$ cat src/rtl/seg_owner_arbiter_pkg.sv
// Shared owner codes, FSM state type and counter sizing helper for the
// seven-segment display owner arbiter.
package seg_owner_arbiter_pkg;

  typedef enum logic [1:0] {
    ST_IDLE  = 2'd0,
    ST_MSG   = 2'd1,
    ST_ALERT = 2'd2
  } state_e;

  localparam logic [1:0] OWN_BASE  = 2'd0;
  localparam logic [1:0] OWN_MSG   = 2'd1;
  localparam logic [1:0] OWN_ALERT = 2'd2;

  // A count of one still needs a one-bit counter.
  function automatic int cnt_width(input int unsigned n);
    return (n > 32'd1) ? $clog2(n) : 1;
  endfunction

endpackage

$ cat src/rtl/seg_blink_timer.sv
// Alert blink cadence: on/off phases of BLINK_CYCLES each, ALERT_FLASHES pairs.
// phase_on is the phase to show after the coming edge; done flags the final cycle.
module seg_blink_timer
  import seg_owner_arbiter_pkg::*;
#(
  parameter int unsigned BLINK_CYCLES  = 12_500_000,
  parameter int unsigned ALERT_FLASHES = 3
) (
  input  logic clk,
  input  logic rst,
  input  logic start,
  output logic phase_on,
  output logic done
);

  localparam int CNT_W  = cnt_width(BLINK_CYCLES);
  localparam int PAIR_W = cnt_width(ALERT_FLASHES);

  logic [CNT_W-1:0]  cnt_q,  cnt_d;
  logic [PAIR_W-1:0] pair_q, pair_d;
  logic              off_q,  off_d;
  logic              phase_end;
  logic              last_pair;

  // Phase/pair counter next-state; start always rewinds to the first on-phase.
  always_comb begin
    phase_end = (cnt_q == CNT_W'(BLINK_CYCLES - 32'd1));
    last_pair = (pair_q == PAIR_W'(ALERT_FLASHES - 32'd1));
    cnt_d     = cnt_q;
    off_d     = off_q;
    pair_d    = pair_q;
    if (start) begin
      cnt_d  = '0;
      off_d  = 1'b0;
      pair_d = '0;
    end else if (phase_end) begin
      cnt_d = '0;
      off_d = ~off_q;
      if (off_q) begin
        pair_d = last_pair ? '0 : pair_q + PAIR_W'(1);
      end else begin
        pair_d = pair_q;
      end
    end else begin
      cnt_d = cnt_q + CNT_W'(1);
    end
  end

  // Outputs look only at registered state so the parent can use them combinationally.
  always_comb begin
    phase_on = phase_end ? off_q : ~off_q;
    done     = phase_end & off_q & last_pair;
  end

  // Counter registers.
  always_ff @(posedge clk) begin
    if (rst) begin
      cnt_q  <= '0;
      off_q  <= 1'b0;
      pair_q <= '0;
    end else begin
      cnt_q  <= cnt_d;
      off_q  <= off_d;
      pair_q <= pair_d;
    end
  end

endmodule

$ cat src/rtl/seg_owner_arbiter.sv
// Time-shares the 8-digit display between base status, held messages and
// blinking alerts (alert > message > base). All outputs are registered.
module seg_owner_arbiter
  import seg_owner_arbiter_pkg::*;
#(
  parameter int unsigned HOLD_CYCLES   = 50_000_000,
  parameter int unsigned BLINK_CYCLES  = 12_500_000,
  parameter int unsigned ALERT_FLASHES = 3
) (
  input  logic        clk,
  input  logic        rst,
  input  logic [31:0] base_data,
  input  logic [7:0]  base_en,
  input  logic        msg_req,
  input  logic [31:0] msg_data,
  input  logic [7:0]  msg_en,
  output logic        msg_ack,
  output logic        msg_abort,
  input  logic        alert_req,
  input  logic [31:0] alert_data,
  input  logic [7:0]  alert_en,
  output logic        alert_ack,
  output logic [31:0] disp_data,
  output logic [7:0]  disp_en,
  output logic [1:0]  owner,
  output logic        busy
);

  localparam int HOLD_W = cnt_width(HOLD_CYCLES);

  state_e            state_q, state_d;
  logic [HOLD_W-1:0] hold_q, hold_d;
  logic [31:0]       msg_data_q, msg_data_d;
  logic [7:0]        msg_en_q, msg_en_d;
  logic [31:0]       alert_data_q, alert_data_d;
  logic [7:0]        alert_en_q, alert_en_d;
  logic [31:0]       disp_data_q, disp_data_d;
  logic [7:0]        disp_en_q, disp_en_d;
  logic [1:0]        owner_q, owner_d;
  logic              busy_q, busy_d;
  logic              msg_ack_q, msg_ack_d;
  logic              msg_abort_q, msg_abort_d;
  logic              alert_ack_q, alert_ack_d;
  logic              blink_start;
  logic              blink_on;
  logic              blink_done;

  seg_blink_timer #(
    .BLINK_CYCLES  (BLINK_CYCLES),
    .ALERT_FLASHES (ALERT_FLASHES)
  ) u_blink (
    .clk      (clk),
    .rst      (rst),
    .start    (blink_start),
    .phase_on (blink_on),
    .done     (blink_done)
  );

  // Next state, latches and display values; the display word is computed one
  // edge ahead so the new owner's content appears in the same cycle as its ack.
  always_comb begin
    state_d      = state_q;
    hold_d       = hold_q;
    msg_data_d   = msg_data_q;
    msg_en_d     = msg_en_q;
    alert_data_d = alert_data_q;
    alert_en_d   = alert_en_q;
    disp_data_d  = disp_data_q;
    disp_en_d    = disp_en_q;
    owner_d      = owner_q;
    msg_ack_d    = 1'b0;
    msg_abort_d  = 1'b0;
    alert_ack_d  = 1'b0;
    blink_start  = 1'b0;

    case (state_q)
      ST_IDLE: begin
        if (alert_req) begin
          state_d      = ST_ALERT;
          alert_ack_d  = 1'b1;
          alert_data_d = alert_data;
          alert_en_d   = alert_en;
          disp_data_d  = alert_data;
          disp_en_d    = alert_en;
          owner_d      = OWN_ALERT;
          blink_start  = 1'b1;
        end else if (msg_req) begin
          state_d     = ST_MSG;
          msg_ack_d   = 1'b1;
          msg_data_d  = msg_data;
          msg_en_d    = msg_en;
          disp_data_d = msg_data;
          disp_en_d   = msg_en;
          owner_d     = OWN_MSG;
          hold_d      = '0;
        end else begin
          disp_data_d = base_data;
          disp_en_d   = base_en;
          owner_d     = OWN_BASE;
        end
      end

      ST_MSG: begin
        if (alert_req) begin
          state_d      = ST_ALERT;
          alert_ack_d  = 1'b1;
          msg_abort_d  = 1'b1;
          alert_data_d = alert_data;
          alert_en_d   = alert_en;
          disp_data_d  = alert_data;
          disp_en_d    = alert_en;
          owner_d      = OWN_ALERT;
          blink_start  = 1'b1;
        end else if (hold_q == HOLD_W'(HOLD_CYCLES - 32'd1)) begin
          state_d     = ST_IDLE;
          hold_d      = '0;
          disp_data_d = base_data;
          disp_en_d   = base_en;
          owner_d     = OWN_BASE;
        end else begin
          hold_d      = hold_q + HOLD_W'(1);
          disp_data_d = msg_data_q;
          disp_en_d   = msg_en_q;
          owner_d     = OWN_MSG;
        end
      end

      ST_ALERT: begin
        if (blink_done) begin
          state_d     = ST_IDLE;
          disp_data_d = base_data;
          disp_en_d   = base_en;
          owner_d     = OWN_BASE;
        end else begin
          disp_data_d = alert_data_q;
          disp_en_d   = blink_on ? alert_en_q : 8'h00;
          owner_d     = OWN_ALERT;
        end
      end

      default: begin
        state_d     = ST_IDLE;
        hold_d      = '0;
        disp_data_d = base_data;
        disp_en_d   = base_en;
        owner_d     = OWN_BASE;
      end
    endcase

    busy_d = (owner_d != OWN_BASE);
  end

  // State, latches and registered outputs.
  always_ff @(posedge clk) begin
    if (rst) begin
      state_q      <= ST_IDLE;
      hold_q       <= '0;
      msg_data_q   <= 32'h0;
      msg_en_q     <= 8'h00;
      alert_data_q <= 32'h0;
      alert_en_q   <= 8'h00;
      disp_data_q  <= 32'h0;
      disp_en_q    <= 8'h00;
      owner_q      <= OWN_BASE;
      busy_q       <= 1'b0;
      msg_ack_q    <= 1'b0;
      msg_abort_q  <= 1'b0;
      alert_ack_q  <= 1'b0;
    end else begin
      state_q      <= state_d;
      hold_q       <= hold_d;
      msg_data_q   <= msg_data_d;
      msg_en_q     <= msg_en_d;
      alert_data_q <= alert_data_d;
      alert_en_q   <= alert_en_d;
      disp_data_q  <= disp_data_d;
      disp_en_q    <= disp_en_d;
      owner_q      <= owner_d;
      busy_q       <= busy_d;
      msg_ack_q    <= msg_ack_d;
      msg_abort_q  <= msg_abort_d;
      alert_ack_q  <= alert_ack_d;
    end
  end

  assign disp_data = disp_data_q;
  assign disp_en   = disp_en_q;
  assign owner     = owner_q;
  assign busy      = busy_q;
  assign msg_ack   = msg_ack_q;
  assign msg_abort = msg_abort_q;
  assign alert_ack = alert_ack_q;

endmodule

$ cat config.mk
export PLATFORM = sky130hd
export DESIGN_NAME = seg_owner_arbiter
export DESIGN_NICKNAME = d
export VERILOG_FILES = /design/src/rtl/seg_owner_arbiter_pkg.sv /design/src/rtl/seg_blink_timer.sv /design/src/rtl/seg_owner_arbiter.sv
export SDC_FILE = /design/constraint.sdc
export NUM_CORES = 1
export LEC_CHECK = 0
export ABC_AREA = 1
export BUFFER_PORTS_ARGS = -buffer_cell sky130_fd_sc_hd__buf_2
export CAP_MARGIN = 20
export CORE_ASPECT_RATIO = 0.75
export CORE_UTILIZATION = 35
export DETAILED_ROUTE_END_ITERATION = 6
export GPL_TIMING_DRIVEN = 0
export PLACE_DENSITY_LB_ADDON = 0.3
export SYNTH_ARGS = -nofsm -noshare
export SYNTH_HDL_FRONTEND = slang
export SYNTH_SLANG_ARGS = --single-unit
$ cat constraint.sdc
create_clock -name clk -period 4.6 [get_ports clk]
set_clock_uncertainty 0.2 [all_clocks]
set_input_delay 0.69 -clock clk [delete_from_list [all_inputs] [get_ports clk]]
set_output_delay 0.69 -clock clk [all_outputs]
set_load 0.01 [all_outputs]
Word level (Yosys, flattened, before mapping)
Index checks and enable logic that the tools add are counted.
- add/subtract/negate cells: 3
- eq/ne operators: 11
- multiplexer cells: 35
- bitwise gates (word level): 7
- reductions and logical operators: 12
- operators by type and width (cell ; number):
    $mux W32 ; 5
    $mux W26 ; 4
    $pmux W32 S3 ; 1
    $pmux W26 S3 ; 1
    $mux W8 ; 6
    $add A26 B1 Y26 const B ; 1
    $eq A26 B26 Y1 const B ; 1
    $add A24 B1 Y24 const B ; 1
    $eq A24 B24 Y1 const B ; 1
    $pmux W8 S3 ; 1
    $mux W2 ; 9
    $pmux W2 S3 ; 2
    $ne A2 B2 Y1 const B ; 4
    $mux W1 ; 6
    $ne A3 B3 Y1 const B ; 2
    $reduce_and A3 Y1 ; 2
    $reduce_or A2 Y1 ; 3
    $reduce_or A3 Y1 ; 2
    $not A1 Y1 ; 5
    $eq A2 B2 Y1 const B ; 2
    $reduce_and A2 Y1 ; 2
    $reduce_and A4 Y1 ; 1
    $add A2 B1 Y2 const B ; 1
    $and A1 B1 Y1 ; 2
    3 further kinds ; 3
- register bits: 181
- bits of input ports: 124
- output and inout port bits: 46
- logic and storage cells: 84

Depth between registers and ports, before layout
- word-level depth: 6
- mapped depth: 12
- mapped depth without buffers: 11

Hierarchy
A second synthesis with hierarchy kept.
- cell total of the unflattened synthesis: 1286
- area total of the unflattened synthesis: 8764.7 sq um
- by module, submodules not included (module ; times used ; cells an instance ; area each (sq um) ; seq. area each (sq um)):
    seg_owner_arbiter ; 1 ; 1060 ; 7250.7 ; 3083.0
    seg_blink_timer ; 1 ; 226 ; 1514.0 ; 540.5

Worst setup path after synthesis
Ideal clock, no wire load.
- kind: input to register
- start point: input port alert_req
- end point: register hold_q[11]
- library setup time: 0.114 ns
- arrival time: 1.897 ns
- required time: 4.286 ns
- slack: 2.388 ns
- stages on the path: 10
- buffers on the path: 1
- cells stage by stage: buf_4 nor2_4 nand2_2 o21ai_4 inv_4 nor2_8 nand3_4 nor2_2 xor2_1 nor2_1
- longest elaborated chain between the ends: 2
- elaborated cells on any way between the ends: 3
- those cells by class: 2 x eq/ne; 1 x reduce/logical
- ends and longest elaborated chain (what ; line ; source):
    start, declared ; seg_owner_arbiter.sv:19 ; input logic alert_req,
    $ne A2 B2 Y1 (no line) ; n/a ;
    $reduce_and A4 Y1 (no line) (*) ; n/a ;
    end signal, assigned ; seg_owner_arbiter.sv:171 ; hold_q <= hold_d;
    end, declared ; seg_owner_arbiter.sv:32 ; logic [HOLD_W-1:0] hold_q, hold_d;
Mark *: on every way between the ends. The rest lies on a longest branch, timed or not.
A chain may end at the register's enable or synchronous reset.

Worst setup path in the final report
- start point: register u_blink.cnt_q[0]
- end point: register disp_en_q[3], in the netlist disp_en[3]
- longest elaborated chain between the ends: 5
- elaborated cells on any way between the ends: 7
- those cells by class: 1 x eq/ne; 4 x mux; 2 x bitwise
- ends and longest elaborated chain (what ; line ; source):
    start, declared ; seg_blink_timer.sv:19 ; logic [CNT_W-1:0] cnt_q, cnt_d;
    start signal, assigned ; seg_blink_timer.sv:62 ; cnt_q <= cnt_d;
    $eq A24 B24 Y1 (*) ; seg_blink_timer.sv:27 ; phase_end = (cnt_q == CNT_W'(BLINK_CYCLES - 32'd1));
    $mux W1 or $and A1 B1 Y1 (tied branches) ; seg_blink_timer.sv:51, seg_blink_timer.sv:52 ;
    $mux W8 or $and A1 B1 Y1 (tied branches) ; seg_owner_arbiter.sv:136, seg_blink_timer.sv:52 ;
    $mux W8 (*) ; seg_owner_arbiter.sv:129 ; if (blink_done) begin
    $pmux W8 S3 (*) ; seg_owner_arbiter.sv:76 ; case (state_q)
    end signal, assigned ; seg_owner_arbiter.sv:177 ; disp_en_q <= disp_en_d;
    end, declared ; seg_owner_arbiter.sv:38 ; logic [7:0] disp_en_q, disp_en_d;
Marked as above.

==> insert_results.sql <==
INSERT INTO impl_metrics (metric_group, metric, value, unit) VALUES
('run_status', 'run_status', 'complete, no violations', ''),
('clock_tree', 'insertion_delay', '0.45', 'ns'),
('routing', 'via_count', '9864', ''),
('sta', 'achievable_clock_frequency', '407', 'MHz'),
('placement', 'globalplace.congestion', '0.892', ''),
('logic_synthesis', 'yosys.area.top_type', 'sky130_fd_sc_hd__dfxtp_1', ''),
('floorplan', 'num_rows', '51', ''),
('final_layout', 'nNetsFinal', '1679', ''),
('sta', 'hold_viol', '0', ''),
('worst_setup_path', 'cp_data_required_time', '4.70', 'ns'),
('clock_tree', 'cts_hold_buffers', '0', ''),
('logic_synthesis', 'ys_seq_elements', '181', ''),
('grt', 'antenna_found_initial', '3', ''),
('logic_synthesis', 'synth_edf_count', '0', ''),
('clock_tree', 'post_cts_resized', '0', ''),
('clock_tree', 'cts_root_buf', 'sky130_fd_sc_hd__clkbuf_16', ''),
('placement', 'io_buffer_count', '167', ''),
('logic_synthesis', 'ys.flop_type', 'sky130_fd_sc_hd__dfxtp_1', ''),
('logic_synthesis', 'yosys.area.top_type_share', '38.8', '%'),
('clock_tree', 'cts_tree', 'yes', ''),
('logic_synthesis', 'syn-instance-count', '1367', ''),
('placement', 'dp_hpwl', '24400', 'microns'),
('final_layout', 'final_area', '11200', 'sq um'),
('logic_synthesis', 'syn-cell-area', '9330', 'sq um'),
('logic_synthesis', 'synth_top_family_by_area', 'simple AND/OR/NAND/NOR gates', ''),
('clock_tree', 'clock_transition_time_at_the_flip_flop_clock_pins_of_the_worst_setup_and_hold_paths', '0.08', 'ns'),
('power', 'pwr_density_cell', '341', 'nW/um^2'),
('grt', 'all_layer_global_routing_usage', '23.5', '%'),
('floorplan', 'start_util', '35.8', '%'),
('grt', 'globalRoute.totalOverflow', '0', ''),
('clock_tree', 'cts_setup_buffers', '0', ''),
('logic_synthesis', 'synth.yosys.warnings', '0', ''),
('logic_synthesis', 'synth_compound_gate_area_share', '14.0', '%'),
('sta', 'report.final.setup_viol', '0', ''),
('logic_synthesis', 'synthesized_area_per_cell', '6.82', 'sq um'),
('logic_synthesis', 'synthXorXnorAreaFrac', '0.751', '%'),
('floorplan', 'ioPinCount', '170', ''),
('clock_tree', 'cts_num_sinks', '181', ''),
('grt', 'grt_pass1_vias', '8957', ''),
('worst_setup_path', 'critical_path.startpoint_type', 'register', ''),
('routing', 'drt-pass1-iter-count', '6', ''),
('placement', 'placement.setup.worst_slack', '1.78', 'ns'),
('placement', 'dp.cells', '1878', ''),
('routing', 'initialDrtViolationCount', '906', ''),
('floorplan', 'chipHeight', '143', 'microns'),
('power', 'worst_ir_drop_vdd', '0.000231', 'V'),
('sta', 'final_critical_path_setup_slack', '2.14', 'ns'),
('worst_setup_path', 'crit_path_max_fanout', '10', ''),
('sta', 'layout_worst_path_cycle_share', '53.4', '%'),
('floorplan', 'die_footprint', '27300', 'sq um'),
('routing', 'route.detailed.drc', '0', ''),
('clock_tree', 'cts-buffers-inserted', '17', ''),
('logic_synthesis', 'async_flop_share', '0', '%'),
('power', 'power', '3.82', 'mW'),
('sta', 'slew_at_the_pin_closest_to_its_max_slew_limit', '0.698', 'ns'),
('logic_synthesis', 'synth.net_count', '1493', ''),
('final_layout', 'areaGrowthSynthToFinish', '19.8', '%'),
('final_layout', 'fin_util', '42.9', '%'),
('flow_run', 'max_cap_violations', '0', ''),
('floorplan', 'core_region_area', '26000', 'sq um'),
('logic_synthesis', 'adder_cell_area_share_of_the_yosys_netlist', '0.268', '%'),
('logic_synthesis', 'synth_cell_types', '50', ''),
('grt', 'grt_max_degree', '17', ''),
('logic_synthesis', 'synth_simple_gate_area_share', '36.3', '%'),
('routing', 'post_drt_wl_per_cell', '16.8', 'microns'),
('routing', 'drtAntennaViolNets', '0', ''),
('worst_setup_path', 'critPathArrivalTime', '2.56', 'ns'),
('floorplan', 'floorplan.die.width', '191', 'microns'),
('sta', 'post_layout_min_period', '2.46', 'ns'),
('routing', 'vias_per_cell', '5.16', ''),
('placement', 'post_detailed_placement_cell_area', '10600', 'sq um');
[state kept, by name, summed over array words and instances (netlist names), 8 cells and up]
signal,count
hold_q,26
msg_data_q,32
disp_en,8
alert_data_q,32
u_blink.cnt_q,24
alert_en_q,8
disp_data,32
msg_en_q,8
[worst paths after layout]
check	start	slack [ns]	depth (start not counted)	end
max	u_blink.cnt_q[0]$_SDFF_PP0_	2.14	11	disp_en[3]$_SDFF_PP0_
min	alert_data_q[31]$_SDFFE_PP0P_	0.26	2	alert_data_q[31]$_SDFFE_PP0P_
max reg2reg	u_blink.cnt_q[0]$_SDFF_PP0_	2.14	11	disp_en[3]$_SDFF_PP0_
min reg2reg	alert_data_q[31]$_SDFFE_PP0P_	0.26	2	alert_data_q[31]$_SDFFE_PP0P_
[cells in the final DEF, fill, tap and decap left out, types with 6 or more instances in the layout]
cell type / instances
sky130_fd_sc_hd__a21oi_1: 79
sky130_fd_sc_hd__a21oi_2: 20
sky130_fd_sc_hd__a31oi_1: 7
sky130_fd_sc_hd__buf_1: 7
sky130_fd_sc_hd__buf_2: 183
sky130_fd_sc_hd__clkbuf_1: 29
sky130_fd_sc_hd__clkbuf_16: 17
sky130_fd_sc_hd__dfxtp_1: 181
sky130_fd_sc_hd__inv_1: 146
sky130_fd_sc_hd__nand2_1: 277
sky130_fd_sc_hd__nand2_2: 26
sky130_fd_sc_hd__nand3_1: 134
sky130_fd_sc_hd__nand4_1: 43
sky130_fd_sc_hd__nor2_1: 163
sky130_fd_sc_hd__nor2_2: 10
sky130_fd_sc_hd__nor2_4: 6
sky130_fd_sc_hd__nor3_1: 33
sky130_fd_sc_hd__nor4_1: 6
sky130_fd_sc_hd__o21ai_0: 97
sky130_fd_sc_hd__o22ai_1: 11
sky130_fd_sc_hd__or2_2: 7
sky130_fd_sc_hd__xor2_1: 7
[logic make-up after synthesis]
family / after synthesis
xor gates and xnor gates: 8
buffers and inverters: 218
and+or+nand+nor: 727
DFF: 181
AOI/OAI and AO/OA: 231
adders and majority gates: 2
[where the power goes]
group | switching [mW] | leakage, nW | internal [mW]
sequential | 0.0299 | 1.48 | 1.66
combinational | 0.421 | 3.02 | 0.215
clock | 0.689 | 0.285 | 0.806
[critical path, cell delays in order, from the launching register on]
cell,delay [ns]
sky130_fd_sc_hd__dfxtp_1,0.40
sky130_fd_sc_hd__ha_1,0.24
sky130_fd_sc_hd__nand3_1,0.17
sky130_fd_sc_hd__inv_1,0.15
sky130_fd_sc_hd__nand2_1,0.07
sky130_fd_sc_hd__nor2_2,0.19
sky130_fd_sc_hd__nand4_4,0.23
sky130_fd_sc_hd__nand2_4,0.22
sky130_fd_sc_hd__buf_6,0.19
sky130_fd_sc_hd__nor2_1,0.08
sky130_fd_sc_hd__nor2_1,0.09
sky130_fd_sc_hd__a21oi_1,0.07
[area by class of cell]
class / instances / area (sq um)
antenna: 1 / 2.50
buffer: 63 / 332
clock buffer: 17 / 425
clock inverter: 15 / 155
fill: 2739 / 14900
inverter: 155 / 592
multi-input combinational: 968 / 4780
sequential: 181 / 3620
tap: 344 / 430
timing repair buffer: 167 / 836
[synth_stat cells (6+ instances only)]
library cell               instances
sky130_fd_sc_hd__o21ai_0          97
sky130_fd_sc_hd__buf_1             7
sky130_fd_sc_hd__clkbuf_1         29
sky130_fd_sc_hd__nand4_1          43
sky130_fd_sc_hd__a31oi_1           7
sky130_fd_sc_hd__xor2_1            7
sky130_fd_sc_hd__dfxtp_1         181
sky130_fd_sc_hd__inv_1           146
sky130_fd_sc_hd__buf_2            16
sky130_fd_sc_hd__o22ai_1          11
sky130_fd_sc_hd__nor2_2           10
sky130_fd_sc_hd__or2_2             7
sky130_fd_sc_hd__nor4_1            6
sky130_fd_sc_hd__nor2_1          163
sky130_fd_sc_hd__nor3_1           33
sky130_fd_sc_hd__a21oi_1          79
sky130_fd_sc_hd__a21oi_2          20
sky130_fd_sc_hd__nor2_4            6
sky130_fd_sc_hd__nand3_1         134
sky130_fd_sc_hd__nand2_2          26
sky130_fd_sc_hd__nand2_1         277
[per-layer routing]
layer | global-route usage [%] | part of all wire, %
met4 | 6.44 | 1.7
met3 | 4.96 | 8.6
met2 | 35.4 | 43
met5 | 0 | 0.11
met1 | 33.6 | 47
No activity file was read; power rests on OpenSTA's default activity.
